`config.mk`:
```
export PLATFORM = sky130hd
export DESIGN_NAME = parity_frame_scheduler_flat
export DESIGN_NICKNAME = d
export VERILOG_FILES = /design/src/rtl/parity_frame_scheduler_if.sv /design/src/rtl/parity_frame_scheduler.sv /design/src/flat_wrapper.sv
export SDC_FILE = /design/constraint.sdc
export NUM_CORES = 1
export LEC_CHECK = 0
export BUFFER_PORTS_ARGS = -buffer_cell sky130_fd_sc_hd__buf_2
export CORE_UTILIZATION = 50
export DETAILED_ROUTE_END_ITERATION = 10
export GPL_ROUTABILITY_DRIVEN = 1
export PLACE_DENSITY = 0.79
export SYNTH_ARGS = -nofsm -noshare
export SYNTH_HDL_FRONTEND = slang
export SYNTH_SLANG_ARGS = --single-unit
```
`constraint.sdc`:
```
create_clock -name clock -period 4.64 [get_ports clock]
set_clock_uncertainty 0.15 [all_clocks]
set_input_delay 0.232 -clock clock [delete_from_list [all_inputs] [get_ports clock]]
set_output_delay 0.232 -clock clock [all_outputs]
set_load 0.05 [all_outputs]
```
`src/rtl/parity_frame_scheduler_if.sv`:
```
// Bus bundle for parity_frame_scheduler: two requester handshakes, the shared checker link and the verdict.
// err_count is present only when PARITY_ERR_CNT_EN is defined.
interface parity_frame_scheduler_if #(
  parameter int WIDTH = 8
);
  logic             req0_valid;
  logic [WIDTH-1:0] req0_data;
  logic             req0_pbit;
  logic             req0_ready;
  logic             req1_valid;
  logic [WIDTH-1:0] req1_data;
  logic             req1_pbit;
  logic             req1_ready;
  logic             pc_x;
  logic             pc_even_odd;
  logic             done;
  logic             done_id;
  logic             parity_err;
`ifdef PARITY_ERR_CNT_EN
  logic [15:0]      err_count;

  modport master (
    input  req0_valid, req0_data, req0_pbit,
    output req0_ready,
    input  req1_valid, req1_data, req1_pbit,
    output req1_ready,
    output pc_x,
    input  pc_even_odd,
    output done, done_id, parity_err,
    output err_count
  );

  modport slave (
    output req0_valid, req0_data, req0_pbit,
    input  req0_ready,
    output req1_valid, req1_data, req1_pbit,
    input  req1_ready,
    input  pc_x,
    output pc_even_odd,
    input  done, done_id, parity_err,
    input  err_count
  );
`else
  modport master (
    input  req0_valid, req0_data, req0_pbit,
    output req0_ready,
    input  req1_valid, req1_data, req1_pbit,
    output req1_ready,
    output pc_x,
    input  pc_even_odd,
    output done, done_id, parity_err
  );

  modport slave (
    output req0_valid, req0_data, req0_pbit,
    input  req0_ready,
    output req1_valid, req1_data, req1_pbit,
    input  req1_ready,
    input  pc_x,
    output pc_even_odd,
    input  done, done_id, parity_err
  );
`endif
endinterface

```
`src/rtl/parity_frame_scheduler.sv`:
```
// Round-robin sharing of one serial parity checker between two word requesters; verdict by checker-state delta.
// Optional saturating parity-error counter enabled with `define PARITY_ERR_CNT_EN.
module parity_frame_scheduler #(
  parameter int WIDTH = 8,
  parameter bit ODD   = 1'b0
) (
  input  logic                     clock,
  input  logic                     reset_n,
  parity_frame_scheduler_if.master bus
);

  localparam int CNT_W = $clog2(WIDTH);
  localparam logic [CNT_W-1:0] LAST_CNT = CNT_W'(WIDTH - 1);

  typedef enum logic [1:0] {IDLE, SHIFT, CHECK} state_e;

  state_e           state_q;
  logic [CNT_W-1:0] cnt_q;
  logic             last_grant_q;
  logic             pc_x_q;
  logic             done_q;
  logic             done_id_q;
  logic             parity_err_q;

  logic [WIDTH-2:0] shreg_q;
  logic             pbit_q;
  logic             base_q;

  logic             grant0;
  logic             grant1;
  logic             accept;
  logic [WIDTH-1:0] sel_data;
  logic             sel_pbit;
  logic             err_d;

  // Grant is only offered in IDLE and never while reset is asserted.
  always_comb begin
    grant0 = 1'b0;
    grant1 = 1'b0;
    if (state_q == IDLE && reset_n) begin
      if (bus.req0_valid && bus.req1_valid) begin
        grant0 = last_grant_q;
        grant1 = ~last_grant_q;
      end else begin
        grant0 = bus.req0_valid;
        grant1 = bus.req1_valid;
      end
    end
  end

  assign accept   = grant0 | grant1;
  assign sel_data = grant1 ? bus.req1_data : bus.req0_data;
  assign sel_pbit = grant1 ? bus.req1_pbit : bus.req0_pbit;

  // Checker state delta over the frame is the ones-parity, whatever the checker held before.
  assign err_d = bus.pc_even_odd ^ base_q ^ pbit_q ^ ODD;

  always_ff @(posedge clock or negedge reset_n) begin
    if (!reset_n) begin
      state_q      <= IDLE;
      cnt_q        <= '0;
      last_grant_q <= 1'b1;
      pc_x_q       <= 1'b0;
      done_q       <= 1'b0;
      done_id_q    <= 1'b0;
      parity_err_q <= 1'b0;
    end else begin
      done_q <= 1'b0;
      case (state_q)
        IDLE: begin
          if (accept) begin
            state_q      <= SHIFT;
            cnt_q        <= '0;
            last_grant_q <= grant1;
            pc_x_q       <= sel_data[0];
          end
        end
        SHIFT: begin
          cnt_q <= cnt_q + CNT_W'(1);
          if (cnt_q == LAST_CNT) begin
            state_q <= CHECK;
            pc_x_q  <= 1'b0;
          end else begin
            pc_x_q  <= shreg_q[0];
          end
        end
        CHECK: begin
          state_q      <= IDLE;
          done_q       <= 1'b1;
          done_id_q    <= last_grant_q;
          parity_err_q <= err_d;
        end
        default: begin
          state_q <= IDLE;
          pc_x_q  <= 1'b0;
        end
      endcase
    end
  end

  // Frame payload: captured at accept, shifted while serialising; no reset needed.
  always_ff @(posedge clock) begin
    if (accept) begin
      shreg_q <= sel_data[WIDTH-1:1];
      pbit_q  <= sel_pbit;
      base_q  <= bus.pc_even_odd;
    end else if (state_q == SHIFT) begin
      shreg_q <= shreg_q >> 1;
    end
  end

  assign bus.req0_ready = grant0;
  assign bus.req1_ready = grant1;
  assign bus.pc_x       = pc_x_q;
  assign bus.done       = done_q;
  assign bus.done_id    = done_id_q;
  assign bus.parity_err = parity_err_q;

`ifdef PARITY_ERR_CNT_EN
  logic [15:0] err_cnt_q;

  always_ff @(posedge clock or negedge reset_n) begin
    if (!reset_n) begin
      err_cnt_q <= '0;
    end else if (done_q && parity_err_q && (err_cnt_q != 16'hFFFF)) begin
      err_cnt_q <= err_cnt_q + 16'd1;
    end
  end

  assign bus.err_count = err_cnt_q;
`endif

endmodule

```
`src/flat_wrapper.sv`:
```
// flat-port wrapper written by rule: the top's interface ports become plain ports
module parity_frame_scheduler_flat 
#(
  parameter int WIDTH = 8,
  parameter bit ODD   = 1'b0
)
  (clock, reset_n, bus_req0_valid, bus_req0_data, bus_req0_pbit, bus_req0_ready, bus_req1_valid, bus_req1_data, bus_req1_pbit, bus_req1_ready, bus_pc_x, bus_pc_even_odd, bus_done, bus_done_id, bus_parity_err);
  parity_frame_scheduler_if #(.WIDTH(WIDTH)) bus_i ();
  input  logic clock;
  input  logic reset_n;
  input wire logic [$bits(bus_i.req0_valid)-1:0] bus_req0_valid;
  input wire logic [$bits(bus_i.req0_data)-1:0] bus_req0_data;
  input wire logic [$bits(bus_i.req0_pbit)-1:0] bus_req0_pbit;
  output wire logic [$bits(bus_i.req0_ready)-1:0] bus_req0_ready;
  input wire logic [$bits(bus_i.req1_valid)-1:0] bus_req1_valid;
  input wire logic [$bits(bus_i.req1_data)-1:0] bus_req1_data;
  input wire logic [$bits(bus_i.req1_pbit)-1:0] bus_req1_pbit;
  output wire logic [$bits(bus_i.req1_ready)-1:0] bus_req1_ready;
  output wire logic [$bits(bus_i.pc_x)-1:0] bus_pc_x;
  input wire logic [$bits(bus_i.pc_even_odd)-1:0] bus_pc_even_odd;
  output wire logic [$bits(bus_i.done)-1:0] bus_done;
  output wire logic [$bits(bus_i.done_id)-1:0] bus_done_id;
  output wire logic [$bits(bus_i.parity_err)-1:0] bus_parity_err;
  assign bus_i.req0_valid = bus_req0_valid;
  assign bus_i.req0_data = bus_req0_data;
  assign bus_i.req0_pbit = bus_req0_pbit;
  assign bus_req0_ready = bus_i.req0_ready;
  assign bus_i.req1_valid = bus_req1_valid;
  assign bus_i.req1_data = bus_req1_data;
  assign bus_i.req1_pbit = bus_req1_pbit;
  assign bus_req1_ready = bus_i.req1_ready;
  assign bus_pc_x = bus_i.pc_x;
  assign bus_i.pc_even_odd = bus_pc_even_odd;
  assign bus_done = bus_i.done;
  assign bus_done_id = bus_i.done_id;
  assign bus_parity_err = bus_i.parity_err;
  parity_frame_scheduler #(.WIDTH(WIDTH), .ODD(ODD)) u_core (.clock(clock), .reset_n(reset_n), .bus(bus_i));
endmodule
```
==> qor.csv, run 1 <==
metric,value,unit
run status,"finished, violations left",
failing checks,DRC,
vias,703,
Yosys top cell by area,edfxtp_1,
Setup TNS Final,0,ps
initial antenna violation count,0,
Final #Nets,139,
Root Driver,clkbuf_4,
Clock Latency Late Sink,280,ps
final wirelength,1.688,mm
area share of the largest cell type after synthesis,0.3059,
clock net sink count,19,
I/O pins,29,
vias in the first global route,697,
pin count of the biggest net entering global routing,15,
final worst slack,2259,ps
Core Region,0.001577,sq mm
# DRC,2,
layout cells sized above 1,0.3363,
placement-stage cell area,0.001036,sq mm
ant diodes,0,
leakage,0.5393,nW
#FFs+latches synth,19,
final instance area,0.001082,sq mm
global route overflow,0,
gpl congestion,0.8188,
required time worst endpoint,4260,ps
first-pass GRT wire length,2.801,mm
die area,0.001939,sq mm
Clock Pin Slew Worst Setup and Hold Paths,110,ps
Post-Place Setup Slack,2652,ps
CP Launch Type,primary input,
CP Capture Type,output pin,
largest cells by area after synthesis,"edfxtp_1, dfrtp_1, nor2_1",
max-cap violation count,0,
port bufs,28,
drt first pass iters,7,
Avg Inst Size Synth,11.04,sq um
yosys warns,0,
post-route minimum period,2381,ps
Arrival @ worst endpoint,2000,ps
initial DRC count,24,
Worst-Margin Slew,767.6,ps
crit path max fanout,14,
Die H,44.03,um
f_max,420.0,MHz
Area Growth Syn to Fin,22.52,%
PD cells,577.6,mW/mm^2
Post-Syn Instances,80,
routed length per instance,13.09,um
RSZ-0062 raised after global routing,false,
Post-Syn Area,883.3,sq um
Slew headroom,0.4855,
placement row count,14,
max FFs per register,7,
"most common cell after layout, fill and taps aside",buf_2,
total CTS buffers,3,
Hold WS,78.42,ps
WHS Path Cells,2,
GRT Util Overall,0.1951,
H-tree levels,1,
min-delay worst type,in -> reg,
via/cell ratio,5.450,
Top reg by flops,u_core.shreg_q,
"Distinct cells, synth",25,
Final period util,0.5132,
setup violators final,0,
Mapped Nets,105,
Largest regs,"u_core.shreg_q: 7 flops, u_core.cnt_q: 3 flops, u_core.state_q: 2 flops",
clock tree buffer depth,2,
"Hold Violations, Final",0,
register area share after synthesis,0.5907,
most frequent cells in the layout,"buf_2, nor2_1, nand2_1, edfxtp_1, dfrtp_1",
reg2reg path depth,3,
fin. max-slew vios,0,
Routed Antenna Nets,0,
Initial Utilization,0.5603,
worst vdd ir,0.0002641,V
CTS tree,yes,
die width,44.03,um
Post-DP HPWL,1.263,mm
Crit Path Category,in -> out,
-- power by group --
group          total [mW]  switching, mW  internal, mW
logic               0.237          0.152        0.0848
clock network      0.0824         0.0490        0.0333
registers           0.306         0.0386         0.267
-- layer usage --
metal	global-route usage	routed length, um
met1	0.2418	746
met2	0.3647	846
met3	0.02449	95
met4	0.03636	0
met5	0	0
-- worst max-delay path, cell delays in order --
cell           delay (ps)
dlygate4sd3_1         520
buf_2                 270
nor3b_2               270
nand3_1               290
inv_1                 150
buf_2                 270
-- cell usage after synthesis --
cell type	instances
or2_1	1
dfstp_2	1
a221o_1	1
xnor2_1	1
nor3_2	1
dfrtp_1	9
o22ai_1	6
mux2_2	3
nand3_2	1
mux2i_1	1
a22o_1	1
xor2_1	1
nand3_1	2
and2_1	1
ha_1	2
a21oi_1	1
buf_4	1
nor2_1	15
nand2b_1	2
o311a_1	1
edfxtp_1	9
o21ai_0	4
nand2_1	9
inv_1	5
nor3b_2	1
-- path summary, 6_finish.rpt --
kind                                  startpoint  slack (ps)               endpoint
max                                      reset_n        2260         bus_req0_ready
min                             bus_req1_data[7]          80      u_core.shreg_q[6]
max reg2reg                    u_core.state_q[1]        2880      u_core.shreg_q[4]
min reg2reg                u_core.bus.parity_err         330  u_core.bus.parity_err
max in group asynchronous                reset_n        3880    u_core.last_grant_q
min in group asynchronous                reset_n         190      u_core.state_q[1]
-- logic make-up after synthesis --
group,Yosys count,share of synthesized area
AOI/OAI and AO/OA,14,0.1034
xor gates and xnor gates,2,0.01983
adders and majority gates,2,0.02832
buffers and inverters,6,0.02975
DFF,19,0.5907
muxes,4,0.04957
and+or+nand+nor,33,0.1785
-- final cells by class --
type / instances / area (sq um)
sequential: 19 / 521.8
fill: 138 / 494.2
multi-input combinational: 55 / 335.3
timing repair buffer: 30 / 160.2
clock buffer: 4 / 26.28
tap: 16 / 20.02
inverter: 5 / 18.77
-- repair_timing --
item,4_1_cts,5_1_grt
resized for setup,0,0
buffers inserted,0,0
hold buffers,2,0
endpoints found under the hold margin,11,0
-- through the flow --
stage	power (mW)	utilization	std cells
final	0.6251	0.6865	129
after global routing	0.6700	0.6865	129
after CTS	0.6278	0.6865	129
after detailed placement	0.5466	0.6571	123
after global placement	0.5330	0.6571	123
after floorplan	0.4817	-	80
Note: power is estimated with default switching activity, not from simulation.
==> run 2: changes to the inputs <==
- CORE_UTILIZATION: 50 -> 48
- PLACE_DENSITY: 0.79 -> 0.76
- clock period: 4.64 -> 2.3 ns (I/O delays scaled with it)
==> run 2 against run 1 <==
  * The run ends with hold timing left
  * Final cell count increased by 16%
  * Core utilization increased by 2.1 points
  * Count of clock-buffer cells in the layout decreased by 1
  * First-iteration DRC count decreased by 17%
  * Flip-flop and latch count unchanged
  * Via count increased by 12%
  * Critical path depth unchanged
  * Combinational power increased by 120%
  * Design area increased by 13%
  * Sequential share of layout area decreased by 5.5 points
  * Critical endpoint is now bus_req1_ready
  * Power increased by 110%
  * Largest power group unchanged
==> qor.csv, run 2 (synthesis results as in run 1) <==
metric,value,unit,change
vias,788,,+12%
fin. max-slew vios,0,,unchanged
min-delay worst type,in -> reg,,
Crit path buffers/inverters,4,,unchanged
ant diodes,0,,unchanged
run status,"finished, violations left",,
via/cell ratio,5.253,,-3.6%
clock tree buffer depth,2,,unchanged
Slowest cell on crit path,dlygate4sd3_1,,
"most common cell after layout, fill and taps aside",buf_2,,
Clock Pin Slew Worst Setup and Hold Paths,120,ps,about the same
Clock Latency Late Sink,290,ps,about the same
R2R Path End,u_core.pbit_q,,
"CP delay by family, top",buffers and inverters,,
CP max stage delay,520,ps,about the same
Arrival @ worst endpoint,1870,ps,-130 ps
f_max,468.0,MHz,
Die H,44.90,um,+2.0%
routed length per instance,13.61,um,+4.0%
worst reg2reg path startpoint,u_core.state_q[1],,
Placed Cells,134,,+8.9%
worst vdd ir,0.0005617,V,+110%
Crit Path Category,in -> out,,
I/O pins,29,,unchanged
max FFs per register,7,,unchanged
Hold WS,-3.178,ps,-81.60 ps
Final period util,0.9289,,
initial antenna violation count,0,,unchanged
most frequent cells in the layout,"buf_2, nor2_1, dlygate4sd3_1",,
global route overflow,0,,unchanged
first-pass GRT wire length,3.118,mm,+11%
post-route minimum period,2137,ps,
Root Driver,clkbuf_4,,
Initial Utilization,0.5116,,-0.04872
layout cells sized above 1,0.3360,,about the same
GRT Util Overall,0.2159,,+0.02073
die width,44.90,um,+2.0%
Setup TNS Final,0,ps,unchanged
CP Capture Type,output pin,,
Final #Nets,151,,+8.6%
RSZ-0062 raised after global routing,false,,
reg2reg path depth,3,,unchanged
Largest regs,"u_core.shreg_q: 7 flops, u_core.cnt_q: 3 flops, u_core.state_q: 2 flops",,
leakage,0.5950,nW,+10%
Reg2Reg Setup Slack,610,ps,-2270 ps
Routed Antenna Nets,0,,unchanged
# DRC,0,,-2
drt first pass iters,4,,-3
H-tree levels,1,,unchanged
pin count of the biggest net entering global routing,15,,unchanged
Post-DP HPWL,1.255,mm,-0.63%
final instance area,0.001221,sq mm,+13%
placement-stage cell area,0.001062,sq mm,+2.5%
CP Launch Type,primary input,,
total CTS buffers,3,,unchanged
Top reg by flops,u_core.shreg_q,,
CTS tree,yes,,
Slew headroom,0.8011,,+0.3156
clock net sink count,19,,unchanged
die area,0.002016,sq mm,+4.0%
"Hold Violations, Final",1,,+1
gpl congestion,0.7880,,-3.8%
Core Region,0.001727,sq mm,+9.5%
vias in the first global route,704,,+1.0%
PD cells,1076,mW/mm^2,+86%
setup bufs post-CTS,0,,unchanged
hold path startpoint,bus_req0_data[4],,
WHS Path Cells,3,,+1
setup violators final,0,,unchanged
Hold Path Sink,u_core.shreg_q[3],,
Worst-Margin Slew,295.3,ps,-472.3 ps
initial DRC count,20,,-17%
CP dominant cell by count,buf_2,,
port bufs,28,,unchanged
crit path max fanout,14,,unchanged
Area Growth Syn to Fin,38.24,%,
crit-path cells,"dlygate4sd3_1, buf_2, nor3b_4, nand3_2, inv_1, buf_2",,
Finished Layout Cells,150,,+16%
max-cap violation count,0,,unchanged
failing checks,hold timing,,
placement row count,15,,+1
final wirelength,2.041,mm,+21%
required time worst endpoint,2040,ps,-2220 ps
## run 2: report_power, final
group | total, mW | internal [mW] | switching, mW
Clock | 0.168 | 0.0646 | 0.104
Sequential | 0.622 | 0.538 | 0.0836
Combinational | 0.523 | 0.199 | 0.324
Total | 1.31 | 0.802 | 0.512
## run 2: layout make-up
type / count / area [sq um]
multi-input combinational: 55 / 346.6
inverter: 5 / 18.77
clock inverter: 1 / 5.005
tap: 25 / 31.28
sequential: 19 / 521.8
timing repair buffer: 42 / 275.3
fill: 127 / 505.5
clock buffer: 3 / 22.52
## run 2: tightest hold or removal path, stage by stage
cell     delay [ps]
buf_2            70
o22ai_1          70
nor2_1           80
## run 2: what timing repair did
action,CTS,global route
endpoints found under the hold margin,19,0
gates resized for setup,0,2
hold buffers,12,0
endpoints found under the setup margin,0,2
## run 2: worst max-delay path by stage
stage	from	endpoint	slack (ps)	cells after the start
after floorplan	u_core.state_q[1]	u_core.shreg_q[6]	590	4
after global routing	reset_n	bus_req1_ready	8	6
after CTS	reset_n	bus_req0_ready	150	6
after global placement	reset_n	u_core.shreg_q[4]	700	5
after detailed placement	reset_n	u_core.shreg_q[4]	610	5
final	reset_n	bus_req1_ready	160	6
## run 2: routing by layer
| metal | routed length [um] | GRT usage | vias up | share of wire |
|---|---|---|---|---|
| met5 | 0 | 0 | - | 0 |
| met4 | 0 | 0.05455 | 0 | 0 |
| met3 | 142 | 0.03600 | 0 | 0.070 |
| met2 | 1059 | 0.3676 | 40 | 0.52 |
| met1 | 839 | 0.2880 | 375 | 0.41 |
| li1 | - | - | 373 | - |
## run 2: through the flow
step                      utilization  power [mW]  worst slack [ps]
final                          0.7072       1.314             163.4
after global routing           0.7072       1.407             8.085
after CTS                      0.7007       1.295             145.4
after detailed placement       0.6152       1.117             611.2
after global placement         0.6152       1.094             696.1
after floorplan                     -      0.9718             585.1
==> run 3: changes to the inputs <==
- ABC_AREA: not set -> 1
- CORE_UTILIZATION: 48 -> 50
- PLACE_DENSITY: 0.76 -> 0.78
==> run 3 against run 2 <==
  * Die area grew 6.6%
  * Via count shrank 4.1%
  * Critical path type is now in -> reg
  * First-iteration DRC count shrank 15%
  * Sequential power shrank 1%
  * The flow now finishes without violations
  * Worst setup slack lost 15 ps
  * Area after synthesis grew 11%
  * Final cell count grew 8.0%
  * Highest routed layer is now met4
  * Power grew 8.7%
  * Design area shrank 0.92%
  * Largest power group is now combinational logic
  * Global-route usage shrank 1.1 points
  * Non-clock buffer count shrank 10
  * Largest cell class unchanged
  * Synthesized cell count grew 28%
==> qor.csv, run 3 <==
metric,value,unit,change
run status,"finished, final reports clean",,
"Hold Violations, Final",0,,-1
"Distinct cells, synth",21,,-16%
Slew headroom,0.7816,,-0.01947
Post-DP HPWL,1.430,mm,+14%
number of synthesized flops with an enable pin,9,,unchanged
Top reg by flops,u_core.shreg_q,,
Hold WS,8.374,ps,+11.55 ps
total CTS buffers,3,,unchanged
Synth Flop Type,edfxtp_1,,
worst vdd ir,0.0006518,V,+16%
R2R Path End,u_core.pbit_q,,
first-pass GRT wire length,2.973,mm,-4.7%
Worst-Margin Slew,326.4,ps,+31.12 ps
Yosys top cell by area,edfxtp_1,,
crit path capture,u_core.pbit_q,,
fin. max-slew vios,0,,unchanged
placement-stage cell area,0.001144,sq mm,+7.7%
post-route minimum period,2151,ps,+14.80 ps
Finished Layout Cells,162,,+8.0%
register area share after synthesis,0.5305,,-0.06012
I/O pins,29,,unchanged
CP Capture Type,register,,
placement row count,15,,unchanged
largest cells by area after synthesis,"edfxtp_1, dfrtp_1, nand2_1",,
H-tree levels,1,,unchanged
clock net sink count,19,,unchanged
vias,756,,-4.1%
CP Launch Type,primary input,,
Post-Syn Instances,102,,+28%
Post-Syn Area,983.4,sq um,+11%
Avg Inst Size Synth,9.642,sq um,-13%
ant diodes,0,,unchanged
Crit. Startpoint,reset_n,,
global route overflow,0,,unchanged
Fill cells,161,,+27%
Core Region,0.001783,sq mm,+3.3%
Setup TNS Final,0,ps,unchanged
most frequent cells in the layout,"buf_2, nand2_1, nor2_1",,
Reg2Reg Setup Slack,330,ps,-280 ps
layout cells sized above 1,0.3504,,+0.01436
gpl congestion,0.7636,,-3.1%
f_max,464.8,MHz,-0.69%
leakage,0.6394,nW,+7.5%
vias in the first global route,713,,+1.3%
clock tree buffer depth,2,,unchanged
Mapped Nets,127,,+21%
post-cts resize count,0,,unchanged
Final #Nets,163,,+7.9%
reg2reg path depth,6,,+3
"most common cell after layout, fill and taps aside",buf_2,,
initial antenna violation count,0,,unchanged
die width,46.35,um,+3.2%
final instance area,0.001210,sq mm,-0.92%
CTS tree,yes,,
Initial Utilization,0.5516,,+0.03998
Post-synth top cells,"nand2_1, nor2_1, inv_1, dfrtp_1, edfxtp_1",,
initial DRC count,17,,-15%
Clock Pin Slew Worst Setup and Hold Paths,110,ps,about the same
Placed Cells,154,,+15%
Final period util,0.9354,,+0.006437
via/cell ratio,4.667,,-11%
Slowest cell on crit path,dlygate4sd3_1,,
area share of the largest cell type after synthesis,0.2748,,-0.03114
# DRC,0,,unchanged
drt first pass iters,4,,unchanged
pin count of the biggest net entering global routing,15,,unchanged
Die H,46.35,um,+3.2%
final wirelength,1.925,mm,-5.7%
setup bufs post-CTS,0,,unchanged
"FFs w/ async S/R, synth",0.5263,,unchanged
max-cap violation count,0,,unchanged
PD cells,1180,mW/mm^2,+9.7%
Area Growth Syn to Fin,23.03,%,
Largest regs,"u_core.shreg_q: 7 flops, u_core.cnt_q: 3 flops, u_core.state_q: 2 flops",,
Routed Antenna Nets,0,,unchanged
setup violators final,0,,unchanged
max FFs per register,7,,unchanged
hold buffer count at CTS,4,,-8
required time worst endpoint,2320,ps,+280 ps
CP max stage delay,540,ps,+20 ps
GRT Util Overall,0.2046,,-0.01131
Clock Latency Late Sink,290,ps,about the same
#FFs+latches synth,19,,unchanged
yosys warns,0,,unchanged
RSZ-0062 raised after global routing,false,,
die area,0.002148,sq mm,+6.6%
worst reg2reg path startpoint,u_core.last_grant_q,,
min-delay worst type,in -> reg,,
routed length per instance,11.88,um,-13%
Arrival @ worst endpoint,2170,ps,+300 ps
crit-path cells,"dlygate4sd3_1, buf_2, inv_1, nor2_8, nand2_4, inv_1, nand2_1, nand2_1, dlygate4sd3_1",,
crit path max fanout,14,,unchanged
port bufs,28,,unchanged
Root Driver,clkbuf_4,,
Crit Path Category,in -> reg,,
run 3: how the worst min path moves through the flow:
stage	to	slack, ps	depth (start not counted)	start
2_1_floorplan	u_core.bus.done	-330	0	reset_n
3_3_place_gp	u_core.bus.pc_x	-160	1	reset_n
3_5_place_dp	u_core.bus.pc_x	-150	1	reset_n
4_1_cts	u_core.shreg_q[6]	2	3	bus_req0_data[7]
5_1_grt	u_core.shreg_q[6]	40	3	bus_req0_data[7]
6_report	u_core.shreg_q[6]	8	3	bus_req0_data[7]
run 3: cell families after synthesis:
group           count (synthesis)  share of synthesized area
simple gates                   54                     0.3015
flops                          19                     0.5305
buf+inv                        16                    0.06870
compound gates                  9                    0.05598
xor+xnor                        2                    0.01781
fa+ha+maj                       2                    0.02544
run 3: per-layer routing:
layer | GRT usage | up-vias | wire length, um
li1 | - | 395 | -
met1 | 0.2260 | 339 | 797
met2 | 0.3667 | 20 | 1030
met3 | 0.03137 | 2 | 82
met4 | 0.1118 | 0 | 15
met5 | 0 | - | 0
run 3: worst max-delay path, delay by kind of cell:
family	cells	cell delay, ps
buf+inv	5	1630
simple gates	4	420
run 3: report_power, final:
part / internal, mW / switching, mW
clock: 0.0674 / 0.0986
combinational: 0.202 / 0.444
sequential: 0.551 / 0.0645
total: 0.821 / 0.607
run 3: per-stage QoR:
| step | total power, mW | util | setup WS, ps |
|---|---|---|---|
| finish | 1.428 | 0.6786 | 148.6 |
| global route | 1.544 | 0.6786 | 5.282 |
| CTS | 1.444 | 0.6786 | 146.9 |
| detailed placement | 1.269 | 0.6414 | 687.0 |
| global placement | 1.237 | 0.6414 | 777.6 |
| floorplan | 1.115 | - | 706.7 |
run 3: layout make-up:
type,count,area (sq um),area share
clock buffers,4,26.28,0.02172
well taps,25,31.28,0.02585
inverters,15,56.30,0.04654
flip-flops and latches,19,521.8,0.4312
multi-input cells,67,394.1,0.3257
repair buffers,32,180.2,0.1489
